$ cat src/rtl/if_fetch_pkg.sv
// Shared constants, FSM state encoding and helpers for the instruction-fetch stage.
package if_fetch_pkg;

    localparam logic        ENABLE    = 1'b1;
    localparam logic        DISABLE   = 1'b0;
    localparam logic [31:0] ZERO_WORD = 32'h0000_0000;
    localparam int unsigned INST_LEN  = 4;   // bytes per instruction

    // Fetch sequencer states, 3-bit encoding.
    typedef enum logic [2:0] {
        IF_ISS0 = 3'd0,   // issue byte 0 address
        IF_ISS1 = 3'd1,   // capture byte 0, issue byte 1
        IF_ISS2 = 3'd2,   // capture byte 1, issue byte 2
        IF_ISS3 = 3'd3,   // capture byte 2, issue byte 3
        IF_LAST = 3'd4,   // capture byte 3, present instruction
        IF_HOLD = 3'd5    // instruction presented, waiting for consume
    } if_state_e;

    // Byte lane captured while sitting in a given state.
    function automatic logic [1:0] byte_index(input if_state_e s);
        case (s)
            IF_ISS2: byte_index = 2'd1;
            IF_ISS3: byte_index = 2'd2;
            IF_LAST: byte_index = 2'd3;
            default: byte_index = 2'd0;
        endcase
    endfunction

endpackage

$ cat src/rtl/if_byte_assembler.sv
// Little-endian byte assembler: captures one memory byte per cycle into the
// selected lane of a 32-bit word. word_o already contains the byte currently on
// byte_i, so the final byte can be forwarded in the same cycle it is captured.
module if_byte_assembler
    import if_fetch_pkg::*;
(
    input  logic        clk,
    input  logic        rst_n,
    input  logic        en_i,     // capture byte_i into lane idx_i
    input  logic        clr_i,    // discard all captured bytes
    input  logic [1:0]  idx_i,
    input  logic [7:0]  byte_i,
    output logic [31:0] word_o
);

    logic [31:0] buf_q;

    // Merge the incoming byte into its lane on top of the stored bytes.
    always_comb begin
        // NOTE: full default before the partial overwrite keeps this purely combinational (no latch).
        word_o                      = buf_q;
        word_o[{idx_i, 3'b000} +: 8] = byte_i;
    end

    // Byte buffer; clear takes precedence over capture.
    always_ff @(posedge clk or negedge rst_n) begin
        // NOTE: the buffer is a handful of flops, not a RAM, so it is reset like any other state.
        if (!rst_n) begin
            buf_q <= ZERO_WORD;
        end else if (clr_i) begin
            // NOTE: non-blocking assignment so every flop samples pre-edge values.
            buf_q <= ZERO_WORD;
        end else if (en_i) begin
            buf_q <= word_o;
        end
    end

endmodule

$ cat src/rtl/if_fetch.sv
// Instruction-fetch stage: walks the PC, reads four bytes over the 8-bit memory
// port, assembles them little-endian and presents them with a valid/stall
// handshake. Branch/jump redirects restart the fetch at the target.
// Optional feature macro: IF_MISALIGN_CHK_EN (adds inst_misalign_o and reports
// misaligned redirect targets instead of truncating them).
module if_fetch
    import if_fetch_pkg::*;
#(
    parameter int                ADDR_W   = 32,
    parameter logic [ADDR_W-1:0] RESET_PC = '0
) (
    input  logic              dclk,
    input  logic              rst,
    input  logic              rdy,
    input  logic              stall_i,
    input  logic              jump_en_i,
    input  logic [ADDR_W-1:0] jump_addr_i,
    input  logic [7:0]        mem_din_i,
    output logic [ADDR_W-1:0] mem_a_o,
    output logic              mem_req_o,
    output logic [31:0]       inst_o,
    output logic [ADDR_W-1:0] inst_pc_o,
    output logic              inst_valid_o
`ifdef IF_MISALIGN_CHK_EN
    ,
    output logic              inst_misalign_o
`endif
);

    if_state_e         state_q, state_d;
    logic [ADDR_W-1:0] pc_q, pc_d;
    logic [ADDR_W-1:0] mem_a_q, mem_a_d;
    logic              mem_req_q, mem_req_d;
    logic [31:0]       inst_q, inst_d;
    logic [ADDR_W-1:0] inst_pc_q, inst_pc_d;
    logic              inst_valid_q, inst_valid_d;
`ifdef IF_MISALIGN_CHK_EN
    logic              misalign_q, misalign_d;
`endif

    logic              cap_en;
    logic              cap_clr;
    logic [1:0]        byte_idx;
    logic [31:0]       asm_word;

    assign byte_idx = byte_index(state_q);

    // Capture control for the byte assembler; a redirect drops in-flight bytes.
    always_comb begin
        cap_en  = DISABLE;
        cap_clr = DISABLE;
        if (rdy) begin
            if (jump_en_i) begin
                cap_clr = ENABLE;
            end else if (state_q inside {IF_ISS1, IF_ISS2, IF_ISS3, IF_LAST}) begin
                cap_en = ENABLE;
            end
        end
    end

    if_byte_assembler u_asm (
        .clk    (dclk),
        .rst_n  (rst),
        .en_i   (cap_en),
        .clr_i  (cap_clr),
        .idx_i  (byte_idx),
        .byte_i (mem_din_i),
        .word_o (asm_word)
    );

    // Next-state logic: redirect first, then the fetch sequence.
    always_comb begin
        state_d      = state_q;
        pc_d         = pc_q;
        mem_a_d      = mem_a_q;
        mem_req_d    = mem_req_q;
        inst_d       = inst_q;
        inst_pc_d    = inst_pc_q;
        inst_valid_d = inst_valid_q;
`ifdef IF_MISALIGN_CHK_EN
        misalign_d   = misalign_q;
`endif
        if (jump_en_i) begin
            // Redirect wins over completion in LAST and over consume in HOLD.
            inst_valid_d = DISABLE;
            mem_req_d    = DISABLE;
            state_d      = IF_ISS0;
`ifdef IF_MISALIGN_CHK_EN
            pc_d         = jump_addr_i;
            misalign_d   = DISABLE;
            if (jump_addr_i[1:0] != 2'b00) begin
                // Misaligned target: skip the fetch and report it as a null instruction.
                state_d      = IF_HOLD;
                inst_valid_d = ENABLE;
                inst_d       = ZERO_WORD;
                inst_pc_d    = jump_addr_i;
                misalign_d   = ENABLE;
            end
`else
            pc_d         = jump_addr_i & ~ADDR_W'(3);
`endif
        end else begin
            case (state_q)
                IF_ISS0: begin
                    mem_a_d   = pc_q;
                    mem_req_d = ENABLE;
                    state_d   = IF_ISS1;
                end
                IF_ISS1: begin
                    mem_a_d = pc_q + ADDR_W'(1);
                    state_d = IF_ISS2;
                end
                IF_ISS2: begin
                    mem_a_d = pc_q + ADDR_W'(2);
                    state_d = IF_ISS3;
                end
                IF_ISS3: begin
                    mem_a_d = pc_q + ADDR_W'(3);
                    state_d = IF_LAST;
                end
                IF_LAST: begin
                    mem_req_d    = DISABLE;
                    inst_d       = asm_word;
                    inst_pc_d    = pc_q;
                    inst_valid_d = ENABLE;
                    state_d      = IF_HOLD;
                end
                IF_HOLD: begin
                    if (!stall_i) begin
                        inst_valid_d = DISABLE;
                        pc_d         = pc_q + ADDR_W'(INST_LEN);
                        state_d      = IF_ISS0;
`ifdef IF_MISALIGN_CHK_EN
                        misalign_d   = DISABLE;
`endif
                    end
                end
                default: begin
                    state_d = IF_ISS0;
                end
            endcase
        end
    end

    // State and registered outputs; rdy low freezes everything.
    always_ff @(posedge dclk or negedge rst) begin
        if (!rst) begin
            state_q      <= IF_ISS0;
            pc_q         <= RESET_PC;
            mem_a_q      <= '0;
            mem_req_q    <= DISABLE;
            inst_q       <= ZERO_WORD;
            inst_pc_q    <= '0;
            inst_valid_q <= DISABLE;
`ifdef IF_MISALIGN_CHK_EN
            misalign_q   <= DISABLE;
`endif
        end else if (rdy) begin
            state_q      <= state_d;
            pc_q         <= pc_d;
            mem_a_q      <= mem_a_d;
            mem_req_q    <= mem_req_d;
            inst_q       <= inst_d;
            inst_pc_q    <= inst_pc_d;
            inst_valid_q <= inst_valid_d;
`ifdef IF_MISALIGN_CHK_EN
            misalign_q   <= misalign_d;
`endif
        end
    end

    assign mem_a_o      = mem_a_q;
    assign mem_req_o    = mem_req_q & rdy;
    assign inst_o       = inst_q;
    assign inst_pc_o    = inst_pc_q;
    assign inst_valid_o = inst_valid_q;
`ifdef IF_MISALIGN_CHK_EN
    assign inst_misalign_o = misalign_q;
`endif

endmodule

$ cat config.mk
export PLATFORM = sky130hd
export DESIGN_NAME = if_fetch
export DESIGN_NICKNAME = d
export VERILOG_FILES = /design/src/rtl/if_fetch_pkg.sv /design/src/rtl/if_byte_assembler.sv /design/src/rtl/if_fetch.sv
export SDC_FILE = /design/constraint.sdc
export NUM_CORES = 1
export LEC_CHECK = 0
export ABC_CLOCK_PERIOD_IN_PS = 5100
export BUFFER_PORTS_ARGS = -buffer_cell sky130_fd_sc_hd__buf_4
export CAP_MARGIN = 20
export CORE_MARGIN = 10
export CORE_UTILIZATION = 30
export CTS_CLUSTER_DIAMETER = 40
export CTS_CLUSTER_SIZE = 20
export DETAILED_ROUTE_END_ITERATION = 8
export GPL_TIMING_DRIVEN = 0
export SLEW_MARGIN = 25
export SYNTH_ARGS = -nofsm -noshare
export SYNTH_HDL_FRONTEND = slang
export SYNTH_SLANG_ARGS = --single-unit
$ cat constraint.sdc
create_clock -name dclk -period 5.1 [get_ports dclk]
set_input_delay 0.51 -clock dclk [delete_from_list [all_inputs] [get_ports dclk]]
set_output_delay 0.51 -clock dclk [all_outputs]
set_load 0.005 [all_outputs]
==> metrics.yaml <==
post_dp_cell_area_um2: 8847
fin_tns_setup_ps: 0
reg2reg_depth: 11
num-nets-final: 881
crit_chain: "buf_2 -> nor2_2 -> nand2_1 -> o21a_1 -> ha_1 -> nor2b_1 -> and3_1 -> clkbuf_1 -> nor2b_1 -> buf_2 -> a22o_1"
required_ps: 5460
critPathSlowestCell: "ha_1"
drt_first_pass_iters: 4
criticalPathCategory: "flop to flop"
postRouteAntennaNets: 0
rsz0062_at_grt: "no"
vias: 5774
slew_headroom_pct: 48.72
ios: 143
cts_hold_buffers: 1
synth_cells: 679
port_buffers: 128
die_h_um: 177.2
whs_ps: 301.3
synthTopCellsByCount: "dfrtp_1, nand2_1, mux2_2, o21ai_0, a21oi_1"
tritoncts: "built"
synth.distinct_cells: 66
hold_violations: 0
arrival_ps: 3140
peakVddDrop_mv: 0.2098
synthArstFlopShare_pct: 100.0
fp.dieW_um: 177.2
final_core_util_pct: 38.98
wire_per_inst_um: 18.90
vias_per_cell: 4.943
die_area_um2: 31400
dp_hpwl_um: 15960
synthesis.area_um2: 7415
leakage_nw: 4.368
ys_ff_latch: 161
power.density_nw_per_um2: 388.7
hold_path_depth: 2
worstSetupStartpointType: "flop"
status: "finished, final reports clean"
synth-main-ff-cell: "dfrtp_1"
rr_endpoint: "u_asm.buf_q[22]"
critPathTopFamily: "simple AND/OR/NAND/NOR gates"
grt_max_degree: 87
worstPathMaxFanout: 10
clockRootBuffer: "clkbuf_16"
period_minus_slack_ps: 2775
min_path_type: "primary input to flop"
endpoint_kind: "flop"
grt_first_pass_wirelength_um: 34670
synth_seq_area_share_pct: 54.34
first_iter_violations: 365
worstMarginPinSlew_ps: 769.3
setup_viol: 0
h-tree-depth: 4
yosysTopAreaCellShare_pct: 54.34
cts_buffers: 17
synth.top_cells.by_area: "dfrtp_1, mux2_2, o21ai_0"
drv_cap: 0
path_buf_inv: 3
final_area_um2: 9480
rows: 57
r2r_slack_ps: 2320
grt_antenna_before_repair: 1
drive_gt1_share_pct: 31.44
slowest_delay_ps: 390
cts_resized: 0
post-route-period-util_pct: 54.42
clk_path_buf_depth: 2
gp_congestion: 0.8032
grt_pass1_vias: 5871
drcViolationCount: 0
regToRegStartpoint: "state_q[1]"
grt-ovfl-total: 0
cts_setup_buffers: 0
cts.sinks: 161
synth_edf_count: 0
worstSkewPairLatency_ps: 430
start_util_pct: 30.49
finalMaxSlewViolations: 0
core_um2: 24320
holdPathEnd: "pc_q[30]"
holdCritStartpoint: "jump_addr_i[30]"
synth.largest_area_cell: "dfrtp_1"
power_mw: 3.685
synth.most_common_cell: "dfrtp_1"
wl_um: 22070
path_clk_slew_ps: 60
fmax_mhz: 360.3
synth_area_per_cell_um2: 10.92
syn_to_final_growth_pct: 27.86
finClkSkew_ps: 12.13
track_usage_pct: 14.19
fill_cells: 2407
yosys_warnings: 0
==> state kept, by name, indices dropped and copies added (netlist names) <==
signal and count:
inst_o 32, inst_pc_o 30, inst_valid_o 1, mem_a_o 32, mem_req_q 1, pc_q 30, state_q 3, u_asm.buf_q 32
==> cells in the final DEF, fill, tap and decap left out, types with 17 or more instances in the layout <==
master,instances
o21ai_0,59
nand2_1,70
nor2_1,21
clkbuf_1,25
a21oi_1,45
mux2_2,59
a22o_1,33
dfrtp_1,161
nor2b_1,39
buf_2,21
clkbuf_16,17
nand3_1,17
buf_4,132
==> logic make-up (layout without fill, tap and decap cells) <==
logic type / count (synthesis) / count (layout) / share of synthesized area [%]
xor gates and xnor gates: 1 / 1 / 0.1181
muxes: 61 / 61 / 9.231
other: 1 / 3 / 0.05058
buffers and inverters: 60 / 223 / 3.662
and+or+nand+nor: 198 / 198 / 14.85
DFF: 161 / 161 / 54.34
AOI/OAI and AO/OA: 191 / 191 / 16.74
adders and majority gates: 6 / 6 / 1.012
==> power breakdown <==
part	switching, mW	total [mW]	leakage [nW]	internal [mW]
combinational	0.342	0.724	1.97	0.382
clock	0.546	1.36	0.299	0.811
sequential	0.138	1.60	2.10	1.47
total	1.03	3.69	4.37	2.66
==> worst max-delay path by stage <==
stage | from | to | slack [ps] | cells past startpoint
after CTS | state_q[1] | u_asm.buf_q[22] | 2340 | 11
after global placement | state_q[1] | u_asm.buf_q[19] | 2410 | 11
final | state_q[1] | u_asm.buf_q[22] | 2320 | 11
after detailed placement | state_q[1] | u_asm.buf_q[16] | 2380 | 11
after floorplan | state_q[0] | u_asm.buf_q[16] | 2720 | 11
after global routing | state_q[1] | u_asm.buf_q[22] | 2100 | 11
==> final cells by class <==
cell class	instances	area (um^2)	area share [%]
antenna	1	2.502	0.02640
buffer	52	241.5	2.547
clock buffer	20	466.7	4.923
clock inverter	12	153.9	1.623
inverter	8	30.03	0.3167
multi-input combinational	459	3118	32.89
sequential	161	4029	42.50
tap	324	405.4	4.276
timing repair buffer	131	1033	10.90
==> through the flow <==
| step | cells | setup WS, ps |
|---|---|---|
| 5_1_grt | 1167 | 2098 |
| 3_3_place_gp | 1132 | 2409 |
| 6_report | 1168 | 2325 |
| 3_5_place_dp | 1134 | 2377 |
| 4_1_cts | 1167 | 2338 |
| 2_1_floorplan | 680 | 2723 |
==> routing by layer <==
metal	track usage, %	up-vias	wire length [um]
met5	0	-	0
met4	4.518	0	298
met3	4.694	23	1674
met2	21.91	182	10200
met1	18.36	2810	9897
li1	-	2759	-
No activity file was read; power rests on OpenSTA's default activity.
